[src/rtl/serdes_ffe_pkg.sv]
// Shared types and helpers for the transmit-side feed-forward equalizer.
//   CoefWDef    : default signed tap width
//   coef_t      : signed tap at the default width
//   ffe_state_e : window fill state (two FILL states, then RUN)
//   sat_sum     : clip a signed sum to an arbitrary signed output width
package serdes_ffe_pkg;

  localparam int unsigned CoefWDef = 6;

  typedef logic signed [CoefWDef-1:0] coef_t;

  typedef enum logic [1:0] {
    StFill0 = 2'd0,
    StFill1 = 2'd1,
    StRun   = 2'd2
  } ffe_state_e;

  typedef struct packed {
    logic signed [31:0] value;
    logic               sat;
  } sat_res_t;

  // Clip sum into [-2^(out_w-1), 2^(out_w-1)-1]; sat reports whether clipping happened.
  function automatic sat_res_t sat_sum(input int sum, input int unsigned out_w);
    sat_res_t res;
    int       hi;
    int       lo;
    hi        = (1 <<< (out_w - 1)) - 1;
    lo        = -hi - 1;
    res.value = sum;
    res.sat   = 1'b0;
    if (sum > hi) begin
      res.value = hi;
      res.sat   = 1'b1;
    end else if (sum < lo) begin
      res.value = lo;
      res.sat   = 1'b1;
    end
    return res;
  endfunction

endpackage

[src/rtl/ffe_coef_shadow.sv]
// Shadowed tap registers for the FFE.
// A write lands in a pending set; the pending set is copied into the active taps on the
// next symbol boundary (apply_i high while something is pending), with a one-cycle ack.
//   clk_i, rst_ni           : clock, async active-low reset
//   wr_i, wr_*_i            : tap write request and new tap values
//   apply_i                 : symbol boundary (a bit is accepted this cycle)
//   pre_o, main_o, post_o   : active taps
//   ack_o                   : pulses the cycle after pending taps become active
module ffe_coef_shadow
  import serdes_ffe_pkg::*;
#(
  parameter int unsigned COEF_W   = CoefWDef,
  parameter int          PRE_DEF  = -4,
  parameter int          MAIN_DEF = 24,
  parameter int          POST_DEF = -8
) (
  input  logic                     clk_i,
  input  logic                     rst_ni,
  input  logic                     wr_i,
  input  logic signed [COEF_W-1:0] wr_pre_i,
  input  logic signed [COEF_W-1:0] wr_main_i,
  input  logic signed [COEF_W-1:0] wr_post_i,
  input  logic                     apply_i,
  output logic signed [COEF_W-1:0] pre_o,
  output logic signed [COEF_W-1:0] main_o,
  output logic signed [COEF_W-1:0] post_o,
  output logic                     ack_o
);

  localparam logic signed [COEF_W-1:0] PreRst  = COEF_W'(PRE_DEF);
  localparam logic signed [COEF_W-1:0] MainRst = COEF_W'(MAIN_DEF);
  localparam logic signed [COEF_W-1:0] PostRst = COEF_W'(POST_DEF);

  logic signed [COEF_W-1:0] pend_pre_q, pend_pre_d;
  logic signed [COEF_W-1:0] pend_main_q, pend_main_d;
  logic signed [COEF_W-1:0] pend_post_q, pend_post_d;
  logic signed [COEF_W-1:0] act_pre_q, act_pre_d;
  logic signed [COEF_W-1:0] act_main_q, act_main_d;
  logic signed [COEF_W-1:0] act_post_q, act_post_d;
  logic                     pend_q, pend_d;
  logic                     ack_q, ack_d;
  logic                     apply;

  always_comb begin
    pend_pre_d  = pend_pre_q;
    pend_main_d = pend_main_q;
    pend_post_d = pend_post_q;
    act_pre_d   = act_pre_q;
    act_main_d  = act_main_q;
    act_post_d  = act_post_q;
    pend_d      = pend_q;
    apply       = apply_i & pend_q;
    ack_d       = apply;

    if (apply) begin
      act_pre_d  = pend_pre_q;
      act_main_d = pend_main_q;
      act_post_d = pend_post_q;
      pend_d     = 1'b0;
    end

    // A write in the same cycle as an apply re-arms pending with the new values,
    // while the previously pending values are the ones that go active.
    if (wr_i) begin
      pend_pre_d  = wr_pre_i;
      pend_main_d = wr_main_i;
      pend_post_d = wr_post_i;
      pend_d      = 1'b1;
    end
  end

  always_ff @(posedge clk_i or negedge rst_ni) begin
    if (!rst_ni) begin
      pend_pre_q  <= PreRst;
      pend_main_q <= MainRst;
      pend_post_q <= PostRst;
      act_pre_q   <= PreRst;
      act_main_q  <= MainRst;
      act_post_q  <= PostRst;
      pend_q      <= 1'b0;
      ack_q       <= 1'b0;
    end else begin
      pend_pre_q  <= pend_pre_d;
      pend_main_q <= pend_main_d;
      pend_post_q <= pend_post_d;
      act_pre_q   <= act_pre_d;
      act_main_q  <= act_main_d;
      act_post_q  <= act_post_d;
      pend_q      <= pend_d;
      ack_q       <= ack_d;
    end
  end

  assign pre_o  = act_pre_q;
  assign main_o = act_main_q;
  assign post_o = act_post_q;
  assign ack_o  = ack_q;

endmodule

[src/rtl/tx_ffe.sv]
// Transmit 3-tap feed-forward equalizer (pre / main / post cursor).
// Maps NRZ bits (1 -> +1, 0 -> -1) to y = c_pre*s[k] + c_main*s[k-1] + c_post*s[k-2],
// saturated to OUT_W signed bits (OUT_W must be at least 2). One output per accepted bit
// once two bits are held; output registered one cycle after the accept.
//   clk, rst_n                    : clock, async active-low reset
//   bit_in, bit_valid             : serialized data bit and its qualifier (no backpressure)
//   coef_wr, coef_pre/main/post   : tap update request and values
//   coef_ack                      : pulse when the requested taps became active
//   ffe_out, ffe_valid, sat_flag  : equalized sample, its valid, and clip indication
module tx_ffe
  import serdes_ffe_pkg::*;
#(
  parameter int unsigned COEF_W   = CoefWDef,
  parameter int unsigned OUT_W    = 8,
  parameter int          PRE_DEF  = -4,
  parameter int          MAIN_DEF = 24,
  parameter int          POST_DEF = -8
) (
  input  logic                     clk,
  input  logic                     rst_n,
  input  logic                     bit_in,
  input  logic                     bit_valid,
  input  logic                     coef_wr,
  input  logic signed [COEF_W-1:0] coef_pre,
  input  logic signed [COEF_W-1:0] coef_main,
  input  logic signed [COEF_W-1:0] coef_post,
  output logic                     coef_ack,
  output logic signed [OUT_W-1:0]  ffe_out,
  output logic                     ffe_valid,
  output logic                     sat_flag
);

  // Three taps of COEF_W bits, each negated: two extra bits hold any sum without wrap.
  localparam int unsigned SumW = COEF_W + 2;

  logic signed [COEF_W-1:0] act_pre, act_main, act_post;

  ffe_coef_shadow #(
    .COEF_W  (COEF_W),
    .PRE_DEF (PRE_DEF),
    .MAIN_DEF(MAIN_DEF),
    .POST_DEF(POST_DEF)
  ) u_coef_shadow (
    .clk_i    (clk),
    .rst_ni   (rst_n),
    .wr_i     (coef_wr),
    .wr_pre_i (coef_pre),
    .wr_main_i(coef_main),
    .wr_post_i(coef_post),
    .apply_i  (bit_valid),
    .pre_o    (act_pre),
    .main_o   (act_main),
    .post_o   (act_post),
    .ack_o    (coef_ack)
  );

  // Window: s1 is s[k-1] (newest held bit), s2 is s[k-2].
  ffe_state_e              state_q, state_d;
  logic                    s1_q, s1_d;
  logic                    s2_q, s2_d;
  logic signed [OUT_W-1:0] ffe_out_q, ffe_out_d;
  logic                    ffe_valid_q, ffe_valid_d;
  logic                    sat_q, sat_d;

  logic signed [SumW-1:0]  pre_x, main_x, post_x;
  logic signed [SumW-1:0]  term_pre, term_main, term_post;
  logic signed [SumW-1:0]  sum;
  sat_res_t                sat_r;

  // Datapath: sign-extend before negating so the most negative tap cannot overflow.
  always_comb begin
    pre_x     = SumW'(act_pre);
    main_x    = SumW'(act_main);
    post_x    = SumW'(act_post);
    term_pre  = bit_in ? pre_x : -pre_x;
    term_main = s1_q ? main_x : -main_x;
    term_post = s2_q ? post_x : -post_x;
    sum       = term_pre + term_main + term_post;
    sat_r     = sat_sum(int'(sum), OUT_W);
  end

  always_comb begin
    state_d     = state_q;
    s1_d        = s1_q;
    s2_d        = s2_q;
    ffe_valid_d = 1'b0;
    ffe_out_d   = ffe_out_q;
    sat_d       = sat_q;
    if (bit_valid) begin
      s1_d = bit_in;
      s2_d = s1_q;
      unique case (state_q)
        StFill0: state_d = StFill1;
        StFill1: state_d = StRun;
        StRun: begin
          ffe_valid_d = 1'b1;
          ffe_out_d   = OUT_W'(sat_r.value);
          sat_d       = sat_r.sat;
        end
        default: state_d = StFill0;
      endcase
    end
  end

  // FSM, window and registered outputs share one sequential block.
  always_ff @(posedge clk or negedge rst_n) begin
    if (!rst_n) begin
      state_q     <= StFill0;
      s1_q        <= 1'b0;
      s2_q        <= 1'b0;
      ffe_out_q   <= '0;
      ffe_valid_q <= 1'b0;
      sat_q       <= 1'b0;
    end else begin
      state_q     <= state_d;
      s1_q        <= s1_d;
      s2_q        <= s2_d;
      ffe_out_q   <= ffe_out_d;
      ffe_valid_q <= ffe_valid_d;
      sat_q       <= sat_d;
    end
  end

  assign ffe_out   = ffe_out_q;
  assign ffe_valid = ffe_valid_q;
  assign sat_flag  = sat_q;

endmodule
[config.mk]
export PLATFORM = sky130hd
export DESIGN_NAME = tx_ffe
export DESIGN_NICKNAME = d
export VERILOG_FILES = /design/src/rtl/serdes_ffe_pkg.sv /design/src/rtl/ffe_coef_shadow.sv /design/src/rtl/tx_ffe.sv
export SDC_FILE = /design/constraint.sdc
export NUM_CORES = 1
export LEC_CHECK = 0
export ABC_AREA = 1
export ABC_CLOCK_PERIOD_IN_PS = 3200
export CAP_MARGIN = 20
export CORE_MARGIN = 10
export CORE_UTILIZATION = 40
export DETAILED_ROUTE_END_ITERATION = 10
export GPL_TIMING_DRIVEN = 0
export HOLD_SLACK_MARGIN = 0.06
export MAX_ROUTING_LAYER = met4
export RECOVER_POWER = 50
export SYNTH_ARGS = -nofsm -noshare
export SYNTH_HDL_FRONTEND = slang
export SYNTH_HIERARCHICAL = 1
export SYNTH_SLANG_ARGS = --single-unit
[constraint.sdc]
create_clock -name clk -period 3.2 [get_ports clk]
set_input_delay 0.64 -clock clk [delete_from_list [all_inputs] [get_ports clk]]
set_output_delay 0.64 -clock clk [all_outputs]
set_load 0.02 [all_outputs]
==> metrics, run 1 <==
Critical R2R Launch=u_coef_shadow/main_o[0]$_DFFE_PN0P_; cell type contributing the most total cell area after synthesis=dfrtp_1; Synth Area per Inst=8.19 sq um; count of non-filler cells in the finished layout=503; post-route setup TNS=0 ns; dominant cell by count in the synthesized netlist=nand2_1; met3 GRT Util=2.84%; busiest grt layer=met2; average routed wire per standard cell=11.5 microns; TritonCTS clock tree=built; most frequent cells after synthesis=138 x nand2_1, 44 x inv_1, 34 x dfrtp_1, 26 x nand3_1; final critical-path required period=2.96 ns; outcome=finished, violations left; estimated wirelength of the detail-placed design=4560 microns; setup skew after layout=0.00793 ns; fraction of registers with async set or reset after synthesis=100%; GR Layer Usage met1=13.3%; clock root buffer master=clkbuf_8; Chip Width=106 microns; Core Area=7250 sq um; fraction of power spent switching nets=37.5%; pin count of the biggest net entering global routing=42; worst reg2reg setup slack=0.24 ns; Worst setup SP type=flop; Post-Synthesis Net Count=404; count of flip-flops with a built-in enable after synthesis=0; FF-to-FF End=ffe_out[7]$_DFFE_PN0P_; area share of the largest cell type after synthesis=28.6%; Psw=933 uW; via count=2231; Gate Count Post-Synth=363; total of fill cells in the finished design=740; peak fanout along the critical path=4; total wirelength of the detailed-routed design=5760 microns; worst slew slack as a fraction of its limit=-19.5%; leakage power of the design=1.84 nW; residual antenna-violating net count after detailed routing=0; met2 GRT Util=18.6%; worst path required time=3.41 ns; initial antenna violation count=0; pre-CTS WS=0.0565 ns; hold bufs inserted after CTS=0; Port Buffers=31; effective utilization at floorplan=41.0%; sequential fraction of the synthesis area=44.5%; number of synthesis warnings=6; post-placement cell count=494; first-pass GRT wire length=10500 microns; number of detailed-route iterations in the first pass=4; number of vias per cell after detailed routing=4.44; total congestion overflow after global routing=0; cell area after synthesis=2970 sq um; Num Clock Sinks=52; share of total power in combinational logic=44.9%; Tot GR Track Use=11.3%; DIE AREA=11300 sq um; Final #Nets=444; post-detailed-route DRC marker count=0; routability congestion estimate=0.807; post-synthesis register bit count=52; failing checks=capacitance limit, slew limit; standard-cell rows=31; Synth cell types=30; total power density per cell area=699 nW/um^2; share of power burned in the clock network=20.2%; portion of total power attributed to sequential cells=34.8%; number of global-route vias before repair=2323; maximum count of clock buffers along a single path=2; Arrival @ worst endpoint=3.16 ns; type of the setup path with the least slack=reg2reg; number of primary I/O pins=34; count of final setup violators=0; highest clock rate=338 MHz; TritonCTS buffer count=5; worst hold slack=0.322 ns; DRC violation total after the first TritonRoute iteration=72; Max VDD drop=187 uV; vertical extent of the die=106 microns; total of max-cap violations=1; Finished Core Util=49.0%; worst-case reg-to-reg path depth=21; clock network latency to the later pin of the worst-skew pair=0.31 ns; Antenna diodes=0; Hold Fails Final Rpt=0; top post-synthesis cells by area=dfrtp_1 29%, nand2_1 17%, dfstp_2 16%, inv_1 5.6%, fa_1 5.4%; pins over their slew limit=42; share of the cycle needed by the critical path after routing=92.4%; clock-pin transition on the worst setup and hold timing paths=0.09 ns; number of H-tree levels=2; Final WS setup=0.244 ns; top flip-flop cell by instance count after synthesis=dfrtp_1; cell-internal power=1.55 mW; class of the worst hold path=in2async; Area Growth Syn to Fin=19.6%; layout cells sized above 1=12.6%; capturing element type of the critical path=flop; worst slew pin tran=1.79 ns
==> critical path, cell delays in order, from the launching register on <==
cell     delay (ns)
dfrtp_1        0.39
inv_1          0.10
ha_1           0.15
inv_1          0.05
nor2_2         0.12
inv_1          0.09
o21ai_2        0.13
xnor2_1        0.13
inv_1          0.08
fa_1           0.50
inv_1          0.04
ha_1           0.33
nand2_1        0.07
nand2_1        0.06
nand2_1        0.06
nand2_1        0.04
nor2_1         0.13
nand3_1        0.08
nand2_1        0.10
nand3_1        0.08
nand3_1        0.08
nand2_1        0.05
==> flip-flops by register name, indices dropped and copies added, names as in the netlist <==
| name | count |
|---|---|
| ffe_out | 8 |
| u_coef_shadow/main_o | 6 |
| u_coef_shadow/pend_main_q | 6 |
| u_coef_shadow/pend_post_q | 6 |
| u_coef_shadow/pend_pre_q | 6 |
| u_coef_shadow/post_o | 6 |
| u_coef_shadow/pre_o | 6 |
| state_q | 2 |
| ffe_valid | 1 |
| s1_q | 1 |
| s2_q | 1 |
| sat_flag | 1 |
| u_coef_shadow/ack_o | 1 |
| u_coef_shadow/pend_q | 1 |
==> routing by layer <==
layer / part of all wire (%) / vias to the layer above / routed length, microns
met5: 0 / - / 0
met4: 1.5 / 0 / 86
met3: 4.0 / 9 / 228
met2: 46 / 43 / 2640
met1: 49 / 978 / 2800
li1: - / 1201 / -
==> cells by family (layout without fill, tap and decap cells) <==
logic type | count (synthesis) | in the layout | share of synthesized area (%)
flops | 52 | 52 | 44.5
xor+xnor | 11 | 11 | 3.24
compound gates | 32 | 32 | 6.06
simple gates | 192 | 192 | 27.1
fa+ha+maj | 18 | 18 | 9.60
buf+inv | 58 | 99 | 9.51
==> area by class of cell <==
cell class	count	area, sq um	share of cell area (%)
inverter	48	183	5.14
tap	99	124	3.48
buffer	10	100	2.82
timing repair buffer	33	324	9.12
multi-input combinational	253	1370	38.6
clock buffer	7	97.6	2.75
clock inverter	1	30.0	0.845
sequential	52	1320	37.2
==> cells in the final DEF (no fill, tap or decap), types with 4 or more instances in the layout <==
cell type        count
nand2_1            138
inv_1               44
dfrtp_1             34
nand3_1             26
clkdlybuf4s50_1     25
dfstp_2             18
nor2_1              17
a21oi_1             11
xor2_1              10
ha_1                10
o21ai_0              8
fa_1                 8
buf_6                6
clkbuf_8             6
dlygate4sd3_1        5
o21ai_2              4
o21ai_1              4
==> metrics by stage <==
stage,total power [mW],area (sq um)
3_5_place_dp,2.01,3420
4_1_cts,2.52,3550
5_1_grt,2.73,3550
2_1_floorplan,1.70,2970
6_report,2.49,3550
3_3_place_gp,1.98,3410
==> power groups by stage <==
stage | Combinational (mW) | Sequential [mW] | Clock (mW)
2_1_floorplan | 0.772 | 0.927 | 0
3_3_place_gp | 1.11 | 0.877 | 0
3_5_place_dp | 1.13 | 0.881 | 0
4_1_cts | 1.13 | 0.869 | 0.523
5_1_grt | 1.30 | 0.887 | 0.550
6_report | 1.12 | 0.866 | 0.503
==> repair_timing <==
| item | 4_1_cts | 5_1_grt |
|---|---|---|
| setup endpoints to repair | 0 | 2 |
| resized for setup | 0 | 5 |
| setup buffers | 0 | 1 |
==> worst max path at each step <==
stage,slack [ns],endpoint,from
3_5_place_dp,0.06,ffe_out[7]$_DFFE_PN0P_,bit_in
5_1_grt,-0.006,ffe_out[7]$_DFFE_PN0P_,u_coef_shadow/main_o[0]$_DFFE_PN0P_
3_3_place_gp,-0.04,u_coef_shadow/pend_post_q[1]$_DFFE_PN0P_,rst_n
6_report,0.24,ffe_out[7]$_DFFE_PN0P_,u_coef_shadow/main_o[0]$_DFFE_PN0P_
2_1_floorplan,0.33,ffe_out[7]$_DFFE_PN0P_,bit_in
4_1_cts,0.07,ffe_out[7]$_DFFE_PN0P_,u_coef_shadow/main_o[0]$_DFFE_PN0P_
Power figures use the tool's default switching activity.
==> inputs of run 2 (changes only) <==
Settings changed: ABC_AREA 1 to not set, CORE_MARGIN 10 to 3, SYNTH_HIERARCHICAL 1 to not set.
==> run 2 against run 1 <==
  * The flow still finishes with violations (capacitance limit, slew limit)
  * Clock-buffer cell count is 1 lower
  * Final area is 6.6% lower
  * Sequential share of layout area is 2.6 points higher
  * Via count is 22% lower
  * Worst hold slack better by 0.16 ns
  * Cell count is 29% lower
  * Die area is 29% lower
  * Non-clock buffer count stayed put
  * Wire length is 17% lower
  * Largest cell class is now sequential cells
==> metrics, run 2 <==
average routed wire per standard cell=13.3 microns (+16%); fraction of registers with async set or reset after synthesis=100% (unchanged); total congestion overflow after global routing=0 (unchanged); total power density per cell area=807 nW/um^2 (+15%); vertical extent of the die=89.4 microns (-16%); clock network latency to the later pin of the worst-skew pair=0.30 ns (about the same); maximum count of clock buffers along a single path=2 (unchanged); DRC violation total after the first TritonRoute iteration=64 (-11%); first-pass GRT wire length=8240 microns (-21%); sequential standard cell area=1320 sq um (unchanged); Arrival @ worst endpoint=3.12 ns (-0.04 ns); failing checks=capacitance limit, slew limit; multiplexer share of the synthesized area=15.2% (+15 points); Chip Width=89.4 microns (-16%); Final #Nets=322 (-27%); number of primary I/O pins=34 (unchanged); number of H-tree levels=2 (unchanged); count of flip-flops with a built-in enable after synthesis=0 (unchanged); Antenna diodes=0 (unchanged); outcome=finished, violations left; share of the cycle needed by the critical path after routing=91.8% (-0.55 points); layout cells sized above 1=25.2% (+13 points); worst slew pin tran=1.57 ns (-0.223 ns); type of the setup path with the least slack=reg2reg; post-route setup TNS=0 ns (unchanged); top post-synthesis cells by area=dfrtp_1 31%, dfstp_2 17%, mux2_2 13%, fa_1 5.8%, xnor2_1 5.0%; Hold Fails Final Rpt=0 (unchanged); peak fanout along the critical path=4 (unchanged); standard-cell rows=29 (-6.5%); post-placement cell count=350 (-29%); Post-Synthesis Net Count=283 (-30%); area of combinational cells with multiple inputs=1310 sq um (-4.4%); xor and xnor fraction of the mapped netlist area=7.42% (+4.2 points); leakage power of the design=1.45 nW (-21%); via count=1735 (-22%); top flip-flop cell by instance count after synthesis=dfrtp_1; number of flip-flops in the largest register=8 (unchanged); setup skew after layout=0.00699 ns (-0.000936 ns); Worst setup SP type=flop; count of final setup violators=0 (unchanged); Synth cell types=29 (-3.3%); clock root buffer master=clkbuf_8; RSZ-0062 raised after global routing=false; Core Area=6530 sq um (-10%); total of fill cells in the finished design=608 (-18%); initial antenna violation count=0 (unchanged); most frequent cells in the layout=34 x dfrtp_1, 33 x mux2_2, 29 x clkdlybuf4s50_1; worst slew slack as a fraction of its limit=-4.63% (+15 points); area share of the largest cell type after synthesis=30.6% (+2.0 points); count of non-filler cells in the finished layout=359 (-29%); simple-gate portion of the synthesized area=7.02% (-20 points); cell area after synthesis=2780 sq um (-6.4%); Synth Area per Inst=11.5 sq um (+40%); sequential fraction of the synthesis area=47.6% (+3.1 points); commonest non-fill, non-tap cell in the layout=dfrtp_1; Port Buffers=30 (-3.2%); TritonCTS buffer count=5 (unchanged); pins over their slew limit=31 (-26%); total wirelength of the detailed-routed design=4770 microns (-17%); number of synthesis warnings=0 (-6); cell type contributing the most total cell area after synthesis=dfrtp_1; number of vias per cell after detailed routing=4.83 (+9.0%); post-synthesis register bit count=52 (unchanged); effective utilization at floorplan=42.6% (+1.6 points); arithmetic-cell share of the synthesized area counting full adders, half adders and majority gates=10.3% (+0.66 points); capturing element type of the critical path=flop; post-detailed-route DRC marker count=0 (unchanged); Max VDD drop=248 uV (+32%); number of detailed-route iterations in the first pass=4 (unchanged); class of the worst hold path=reg2reg; DIE AREA=7990 sq um (-29%); TritonCTS clock tree=built; most frequent cells after synthesis=34 x dfrtp_1, 33 x mux2_2, 23 x inv_1, 22 x nand2_1, 18 x dfstp_2; Num Clock Sinks=52 (unchanged); clock-pin transition on the worst setup and hold timing paths=0.09 ns (about the same); final critical-path required period=2.94 ns (-0.0175 ns); Gate Count Post-Synth=242 (-33%); highest clock rate=340 MHz (+0.60%); Tot GR Track Use=14.0% (+2.7 points); Area Growth Syn to Fin=19.3%; main combinational cell family by area after synthesis=multiplexers; estimated wirelength of the detail-placed design=3750 microns (-18%); routability congestion estimate=0.825 (+2.2%); total of max-cap violations=1 (unchanged); residual antenna-violating net count after detailed routing=0 (unchanged); pin count of the biggest net entering global routing=31 (-26%); number of global-route vias before repair=1728 (-26%); worst path required time=3.38 ns (-0.03 ns); fraction of the mapped netlist area in compound gates=7.11% (+1.0 points); dominant cell by count in the synthesized netlist=dfrtp_1
-- run 2: cell count changes after synthesis, sizes merged, moves of 6 or more --
| cell | previous run | this run |
|---|---|---|
| nand2 | 141 | 22 |
| mux2 | 0 | 33 |
| nand3 | 29 | 0 |
| inv | 48 | 23 |
| xnor2 | 1 | 16 |
| nor3 | 3 | 9 |
-- run 2: logic make-up after synthesis --
kind of cell,after synthesis
adders and majority gates,18
buffers and inverters,34
xor gates and xnor gates,22
muxes,37
DFF,52
and+or+nand+nor,46
AOI/OAI and AO/OA,33
-- run 2: metal layers --
metal / routed length, microns / share of wire [%] / GRT usage, %
met5: 0 / 0 / -
met4: 38 / 0.80 / 3.25
met3: 153 / 3.2 / 2.76
met2: 2220 / 47 / 21.7
met1: 2360 / 49 / 18.9
-- run 2: final cells by class --
| class | count | share of cell area [%] |
|---|---|---|
| Buffer | 11 | 1.88 |
| Multi-Input combinational cell | 156 | 39.5 |
| Inverter | 23 | 2.60 |
| Clock buffer | 6 | 2.19 |
| Tap cell | 77 | 2.90 |
| Clock inverter | 2 | 1.81 |
| Sequential cell | 52 | 39.9 |
| Timing Repair Buffer | 32 | 9.20 |
-- run 2: metrics by stage --
step                      total power [mW]  setup slack [ns]  instance area, sq um  utilization, %  hold WS, ns
after floorplan                       1.84             0.361                  2780               -        0.344
after global placement                2.15           -0.0468                  3180            48.7        0.461
after detailed placement              2.18            0.0729                  3190            48.9        0.469
after CTS                             2.72             0.168                  3330            50.9        0.321
after global routing                  2.92           0.00866                  3320            50.8        0.514
final                                 2.68             0.261                  3320            50.8        0.482
-- run 2: timing repair --
item / CTS / global route
resized for setup: 0 / 1
hold buffers: 0 / 0
buffers inserted: 0 / 1
endpoints found under the setup margin: 0 / 1
-- run 2: final timing paths --
path | from | to | slack (ns) | cells after the start
worst max-delay path | u_coef_shadow.post_o[0]$_DFFE_PN0P_ | ffe_out[7]$_DFFE_PN0P_ | 0.26 | 14
worst min-delay path | ffe_out[4]$_DFFE_PN0P_ | ffe_out[4]$_DFFE_PN0P_ | 0.48 | 2
worst max register to register | u_coef_shadow.post_o[0]$_DFFE_PN0P_ | ffe_out[7]$_DFFE_PN0P_ | 0.26 | 14
worst min register to register | ffe_out[4]$_DFFE_PN0P_ | ffe_out[4]$_DFFE_PN0P_ | 0.48 | 2
max in group asynchronous | rst_n | u_coef_shadow.pend_main_q[5]$_DFFE_PN0P_ | 0.64 | 2
min in group asynchronous | rst_n | ffe_out[0]$_DFFE_PN0P_ | 0.54 | 1
-- run 2: power breakdown --
part	switching (mW)	internal, mW	leakage (nW)
clock	0.211	0.313	0.0654
sequential	0.0970	0.819	0.601
combinational	0.626	0.612	0.786
total	0.934	1.74	1.45
-- run 2: worst max-delay path, cell delays in order (launching register included) --
cell and delay (ns):
dfrtp_1 0.43, inv_1 0.11, ha_1 0.30, mux2i_1 0.18, fa_1 0.45, inv_1 0.07
ha_1 0.16, inv_1 0.05, fa_1 0.39, inv_1 0.07, a21oi_1 0.06, o21bai_1 0.20
a31oi_1 0.13, xnor2_1 0.14, o21ai_1 0.07
